File: src/rtl/regfile_pkg.sv
// regfile_pkg: shared types and default parameters for the multi-port register file.
// Latency: n/a (declarations only).
// Backpressure: n/a.
package regfile_pkg;

   // Controller states: CLEAR sweeps zeros through the array, READY serves traffic.
   typedef enum logic {
      CLEAR = 1'b0,
      READY = 1'b1
   } state_t;

   localparam int DATA_W_DEF   = 32;
   localparam int ADDR_W_DEF   = 5;
   localparam int N_RD_DEF     = 2;
   localparam int ZERO_REG_DEF = 1;

endpackage

File: src/rtl/regfile_rd_port.sv
// regfile_rd_port: one combinational read port with write bypass and entry-0 masking.
// Latency: zero cycles (pure combinational lookup).
// Backpressure: none; returns 0 while the file is not ready.
// Ports: ready_i (file in READY), ra_i (read address), mem_i (storage array),
//        we*_i/wa*_i/wd*_i (same-cycle write ports for bypass), rd_o (read data).
module regfile_rd_port
   import regfile_pkg::*;
#(
   parameter int DATA_W   = DATA_W_DEF,
   parameter int ADDR_W   = ADDR_W_DEF,
   parameter int ZERO_REG = ZERO_REG_DEF
) (
   input  logic              ready_i,
   input  logic [ADDR_W-1:0] ra_i,
   input  logic [DATA_W-1:0] mem_i [2**ADDR_W],
   input  logic              we0_i,
   input  logic [ADDR_W-1:0] wa0_i,
   input  logic [DATA_W-1:0] wd0_i,
   input  logic              we1_i,
   input  logic [ADDR_W-1:0] wa1_i,
   input  logic [DATA_W-1:0] wd1_i,
   output logic [DATA_W-1:0] rd_o
);

   always_comb begin
      rd_o = mem_i[ra_i];
      // Bypass is evaluated port 0 then port 1 so port 1 wins on a shared address.
      if (we0_i && (wa0_i == ra_i)) rd_o = wd0_i;
      if (we1_i && (wa1_i == ra_i)) rd_o = wd1_i;
      // Storage is not reset, so nothing may leak out until the sweep is done.
      if (!ready_i) rd_o = '0;
      if ((ZERO_REG != 0) && (ra_i == '0)) rd_o = '0;
   end

endmodule

File: src/rtl/regfile_mp.sv
// regfile_mp: 2-write / N_RD-read register file with a zeroing sweep after reset or clr_req.
// Latency: writes land at the rising edge; reads are combinational with same-cycle bypass.
// Backpressure: ready low for DEPTH cycles during a sweep; writes in that window are dropped.
// Ports: clk, rst (async active-low), clr_req, ready, we0/we1, wa0/wa1, wd0/wd1,
//        ra (N_RD packed addresses), rd (N_RD packed data words).
module regfile_mp
   import regfile_pkg::*;
#(
   parameter int DATA_W   = DATA_W_DEF,
   parameter int ADDR_W   = ADDR_W_DEF,
   parameter int N_RD     = N_RD_DEF,
   parameter int ZERO_REG = ZERO_REG_DEF
) (
   input  logic                   clk,
   input  logic                   rst,
   input  logic                   clr_req,
   output logic                   ready,
   input  logic                   we0,
   input  logic                   we1,
   input  logic [ADDR_W-1:0]      wa0,
   input  logic [ADDR_W-1:0]      wa1,
   input  logic [DATA_W-1:0]      wd0,
   input  logic [DATA_W-1:0]      wd1,
   input  logic [N_RD*ADDR_W-1:0] ra,
   output logic [N_RD*DATA_W-1:0] rd
);

   localparam int DEPTH = 2**ADDR_W;
   localparam logic [ADDR_W-1:0] LAST_IDX = '1;

   state_t            state_q, state_d;
   logic [ADDR_W-1:0] clr_cnt_q, clr_cnt_d;
   logic [DATA_W-1:0] mem_q [DEPTH];

   logic clearing;
   logic byp0, byp1;
   logic wr0_en, wr1_en;

   assign clearing = (state_q == CLEAR);
   assign ready    = (state_q == READY);

   // Bypass follows the raw enables in READY; the commit additionally drops
   // the clr_req cycle and writes to the hardwired-zero entry.
   assign byp0   = !clearing && we0;
   assign byp1   = !clearing && we1;
   assign wr0_en = byp0 && !clr_req && !((ZERO_REG != 0) && (wa0 == '0));
   assign wr1_en = byp1 && !clr_req && !((ZERO_REG != 0) && (wa1 == '0));

   always_ff @(posedge clk or negedge rst) begin
      if (!rst) begin
         state_q   <= CLEAR;
         clr_cnt_q <= '0;
      end else begin
         state_q   <= state_d;
         clr_cnt_q <= clr_cnt_d;
      end
   end

   always_comb begin
      state_d   = state_q;
      clr_cnt_d = clr_cnt_q;
      case (state_q)
         CLEAR: begin
            // clr_cnt parks on the last index rather than wrapping.
            if (clr_cnt_q == LAST_IDX) state_d = READY;
            else                       clr_cnt_d = clr_cnt_q + 1'b1;
         end
         READY: begin
            if (clr_req) begin
               state_d   = CLEAR;
               clr_cnt_d = '0;
            end
         end
         default: state_d = CLEAR;
      endcase
   end

   // Single writer for the array; port 1 is assigned last so it wins on a collision.
   always_ff @(posedge clk) begin
      if (clearing) begin
         mem_q[clr_cnt_q] <= '0;
      end else begin
         if (wr0_en) mem_q[wa0] <= wd0;
         if (wr1_en) mem_q[wa1] <= wd1;
      end
   end

   for (genvar k = 0; k < N_RD; k++) begin : g_rd
      regfile_rd_port #(
         .DATA_W   (DATA_W),
         .ADDR_W   (ADDR_W),
         .ZERO_REG (ZERO_REG)
      ) u_rd_port (
         .ready_i (ready),
         .ra_i    (ra[k*ADDR_W +: ADDR_W]),
         .mem_i   (mem_q),
         .we0_i   (byp0),
         .wa0_i   (wa0),
         .wd0_i   (wd0),
         .we1_i   (byp1),
         .wa1_i   (wa1),
         .wd1_i   (wd1),
         .rd_o    (rd[k*DATA_W +: DATA_W])
      );
   end

endmodule

File: config.mk
export PLATFORM = sky130hd
export DESIGN_NAME = regfile_mp
export DESIGN_NICKNAME = d
export VERILOG_FILES = /design/src/rtl/regfile_pkg.sv /design/src/rtl/regfile_rd_port.sv /design/src/rtl/regfile_mp.sv
export SDC_FILE = /design/constraint.sdc
export NUM_CORES = 2
export LEC_CHECK = 0
export CORE_AREA = 2 2 374 376
export CTS_CLUSTER_DIAMETER = 100
export CTS_CLUSTER_SIZE = 28
export DETAILED_ROUTE_END_ITERATION = 8
export DIE_AREA = 0 0 376 378
export PLACE_DENSITY_LB_ADDON = 0.15
export SYNTH_ARGS = -nofsm -noshare
export SYNTH_HDL_FRONTEND = slang
export SYNTH_SLANG_ARGS = --single-unit
File: constraint.sdc
create_clock -name clk -period 3.7 [get_ports clk]
set_input_delay 0.74 -clock clk [delete_from_list [all_inputs] [get_ports clk]]
set_output_delay 0.74 -clock clk [all_outputs]
set_load 0.005 [all_outputs]
* After elaboration in Yosys (flattened, before gate mapping)
Cells that the tools add are included.
** Storage, ports and cells
- Flip-flop bits (word level) :: 1030
- Input port bits :: 89
- Output and inout bits :: 65
** Cells by class
- Add/subtract/negate cells :: 1
- $lt $le $gt $ge :: 8
- Eq/ne operators :: 7
- Mux-type cells :: 32
- Bitwise logic cells :: 8
- Reduce and logical (&&, ||, !) cells :: 21
** Operators by type and width (count)
- $mux W1024 :: 4
- $bwmux W1024 :: 2
- $and A1024 B1024 Y1024 :: 1
- $not A1024 Y1024 :: 1
- $demux W32 S5 :: 3
- $mux W32 :: 15
- $bmux W32 S5 :: 2
- $ge A6 B6 Y1 const B :: 5
- $not A5 Y6 :: 5
- $eq A5 B5 Y1 :: 4
- $logic_not A5 Y1 :: 4
- $lt A6 B1 Y1 const B :: 3
- $logic_and A1 B1 Y1 :: 13
- $mux W5 :: 2
- $pmux W5 S2 :: 1
- $add A5 B1 Y5 const B :: 1
- $eq A5 B5 Y1 const B :: 1
- $ne A2 B2 Y1 const B :: 2
- $logic_not A1 Y1 :: 3
- $mux W1 :: 2
- $pmux W1 S2 :: 1
- $reduce_and A2 Y1 :: 1
- $not A1 Y1 :: 1

* Logic depth before layout (Yosys ltp)
- Depth after elaboration :: 11
- Depth in mapped cells :: 9

* Hierarchy
Synthesis repeated with hierarchy kept, for this count alone.
** Second synthesis, totals
- Cells, all modules :: 8804
- Area, all modules :: 72059.1 µm²
** Modules (own cells, without submodules)
- regfile_mp :: times used 1, cells each 6536, area each 53463.8 µm²
- regfile_rd_port :: times used 2, cells each 1134, area each 9297.7 µm²

* Worst setup path before layout
OpenSTA, ideal clock, no wires.
- Path kind :: input to output
- Start :: in ra[5]
- End :: out rd[32]
- Arrival time :: 2306 ps
- Required time :: 2960 ps
- Path slack :: 654 ps
- Stages on the path :: 9
- Buffers on the path :: 4
- Cells stage by stage :: buf_2 -> buf_2 -> nor4bb_1 -> clkbuf_1 -> clkbuf_1 -> a22oi_1 -> nand4_1 -> o31ai_1 -> a22o_1
** Between the ends
- Cells in the longest elaborated chain, start to end :: 8
- Elaborated cells between the ends (all ways) :: 13
** Ends and longest elaborated chain
- from (decl) :: RTL line regfile_mp.sv:24 : input logic [N_RD*ADDR_W-1:0] ra,
- $not A5 Y6 (not written as such) :: RTL line regfile_rd_port.sv:26 : rd_o = mem_i[ra_i];
- $bmux W32 S5 :: RTL line regfile_rd_port.sv:26
- $mux W32 (not written as such) (2 in a row) :: RTL line regfile_rd_port.sv:26
- $mux W32 :: RTL line regfile_rd_port.sv:28 : if (we0_i && (wa0_i == ra_i)) rd_o = wd0_i;
- $mux W32 :: RTL line regfile_rd_port.sv:29 : if (we1_i && (wa1_i == ra_i)) rd_o = wd1_i;
- $mux W32 :: RTL line regfile_rd_port.sv:31 : if (!ready_i) rd_o = '0;
- $mux W32 * :: RTL line regfile_rd_port.sv:32 : if ((ZERO_REG != 0) && (ra_i == '0)) rd_o = '0;
- to (decl) :: RTL line regfile_mp.sv:25 : output logic [N_RD*DATA_W-1:0] rd
Every way passes the cells marked *; elsewhere a longest branch is shown, timed or not. The select of a mux whose other input is x is not followed.

* Worst setup path in the final report
- Start :: in ra[0]
- End :: out rd[26]
The elaborated chain is that of the path after synthesis.

==> run metrics <==
IO Count=approximately 150; Clk network pwr share=0.237; Comb pwr share=0.373; status=complete, but fails checks; Worst Skew=0.0546 ns; Pint=18.6 mW; critical path's slowest cell=nor4b_4; number of antenna-violating nets in the routed design=0; Fill cells=between 10k and 15k; sequential-to-total area share from yosys stat=0.301; GPL Wtd Cong=1.01; post-synth net total=around 8.5k; Row Count=~140; count of flip-flops with a built-in enable after synthesis=0; Seq cells post-synth=1030; GR Overflow Total=0; vias in the first global route=70.9k; Clock Path Buffers=3; area of the die=142000 um^2; routed len/inst=37.5 um; top cell type's share of synthesized area=0.299; Avg Inst Size Synth=8.19 um^2; Worst setup SP type=input port; upper clock frequency limit=~0.27 GHz; Mapped Area=68600 um^2; commonest cells after routing, fill and taps aside=1384 x mux2i_1, 1376 x o21ai_0, 1024 x dfxtp_1; Hold Violations, Final=0; Crit path largest cell delay=~0.35 ns; root buffer cell=clkbuf_16; first-pass GRT wire length=532000 um; # hold bufs at CTS=0; RSZ-0062 raised after global routing=true; post-synthesis cell count=8375; DRC viols=0; CP endpoint kind=primary output; initial drt markers=13.7k; Worst Max-Slew Pin Slew=1.23 ns; Area Growth Syn to Fin=20.2%; CP Buf/Inv Count=8; Starting Density=0.495; Slew HR=0.179; Worst-path clk slew=0.11 ns; worst vdd ir=573 uV; CTS tree=yes; Critical Path RT=2.96 ns; initial antenna violation count=25; drt total wl=between 300000 and 400000 um; crit path cell chain=buf_6, buf_12, buf_4, nor4b_4, buf_12, buf_16, buf_16, buf_8, a22oi_1, nand4_1, o31ai_4, a22o_1, clkdlybuf4s15_2; Seq pwr share=0.390; via count=78.1k; Psw=13.8 mW; Nets=8505; Final Setup Violations=21; CTS HTree Levels=2; ys async rst share=0.00583; failing checks=negative setup slack; power per cell area=393 nW/um^2; Worst Hold Class=in -> async; leakage power=32.8 nW; Top FF cell, synth=dfxtp_1; Power Total=approximately 32 mW; CTS Buf Count=50; TritonRoute pass-1 iters=9; fraction of layout instances using a drive strength above 1=0.163; Placeable Area=around 140000 um^2; die height=~380 um; worst-path maximum fanout=7; post-synth top area cell=dfxtp_1; Max Cap Viol=0; Yosys warnings=0; Clk Latency, worst-skew pair=~0.8 ns; top post-synthesis cells by area=dfxtp_1 30%, mux2i_1 20%, o21ai_0 10%; Final min period=approximately 3.8 ns; gr usage total=0.517; Slew Limit Fails=0; delay-heaviest family, CP=buffers and inverters; largest net degree at the start of global routing=approximately 220; port buffer count=153; Yosys cell types=57; setup ws final=-0.0601 ns; sw frac=0.427; Detailed Place HPWL=237000 um; kind of critical path=in -> out; final worst-path cycle share=1.02; Die X=376 um; CTS Sinks=a little over 1k; vias per inst=7.62; most common cell after layout, fill and taps aside=mux2i_1; worst hold slack=0.246 ns; Critical Path AT=3.02 ns
[synth_stat cells, types with 108 or more instances]
cell type and number:
nand3_1 108, clkbuf_1 843, buf_2 208, o2bb2ai_1 416
nand2_1 337, o21ai_0 1376, a21o_1 420, dfxtp_1 1024
mux2i_1 1385, o21ai_1 130, a21oi_1 837, a22oi_1 586
nand4_1 134
[stage by stage]
stage               std cells  setup TNS [ns]  setup slack (ns)  utilization  area (um^2)
global placement        10000          -42.10             -1.06        0.559        77400
global route            10300          -0.316           -0.0634        0.595        82400
detailed placement      10000          -42.40             -1.04        0.559        77400
floorplan                8375               0             0.654            -        68600
finish                  10300          -0.506           -0.0601        0.595        82400
CTS                     10200          -0.162           -0.0486        0.591        81800
[layer usage]
layer	routed length, um	up-vias	track usage
met4	38800	24	0.430
met3	59900	2081	0.206
met5	401	-	0.00274
met1	137000	37300	0.629
met2	149000	6942	0.710
li1	-	31800	-
[power by group through the flow]
stage / sequential [mW] / combinational, mW / clock, mW
floorplan: 12.5 / 6.05 / 0
global placement: 12.8 / 10.7 / 0
detailed placement: 12.9 / 10.9 / 0
CTS: 12.6 / 11.2 / 7.61
global route: 12.7 / 12.3 / 7.93
finish: 12.6 / 12.1 / 7.69
[cells by family (layout without fill, tap and decap cells)]
logic type	Yosys count	count (layout)	share of synthesized area
AOI/OAI and AO/OA	4040	4040	0.367
xor gates and xnor gates	23	23	0.00294
adders and majority gates	5	5	0.000912
buffers and inverters	1091	1160	0.0660
DFF	1030	1030	0.301
muxes	1385	1385	0.202
other	0	7	0
and+or+nand+nor	801	801	0.0602
[sequential cells by signal, indices dropped and copies added, names as in the netlist]
name,count
clr_cnt_q,5
mem_q,1024
ready,1
[final cells by class]
cell class / count / area, um^2 / area share
timing repair buffer: 1070 / 12100 / 0.147
clock buffer: 57 / 1350 / 0.0164
multi-input combinational: 6254 / 45500 / 0.553
tap: 1807 / 2260 / 0.0274
clock inverter: 28 / 414 / 0.00503
inverter: 5 / 18.8 / 0.000228
antenna: 7 / 17.5 / 0.000213
sequential: 1030 / 20700 / 0.251
[final timing paths]
kind / startpoint / to / slack (ns) / cells past startpoint
setup / recovery: ra[0] / rd[26] / -0.06 / 13
setup reg to reg: ready / mem_q[687] / 0.41 / 9
hold / removal: rst / clr_cnt_q[4] / 0.25 / 1
min in group clk: mem_q[316] / mem_q[316] / 0.49 / 1
hold reg to reg: mem_q[316] / mem_q[316] / 0.49 / 1
max in group asynchronous: rst / ready / 3.19 / 1
[timing repair]
item                       in CTS  in global routing
setup buffers                  92                 51
setup endpoints to repair      64                 56
pin swaps                     218                 82
resized for setup             479                 97
gates cloned                   21                  2
Note: power is estimated with default switching activity, not from simulation.
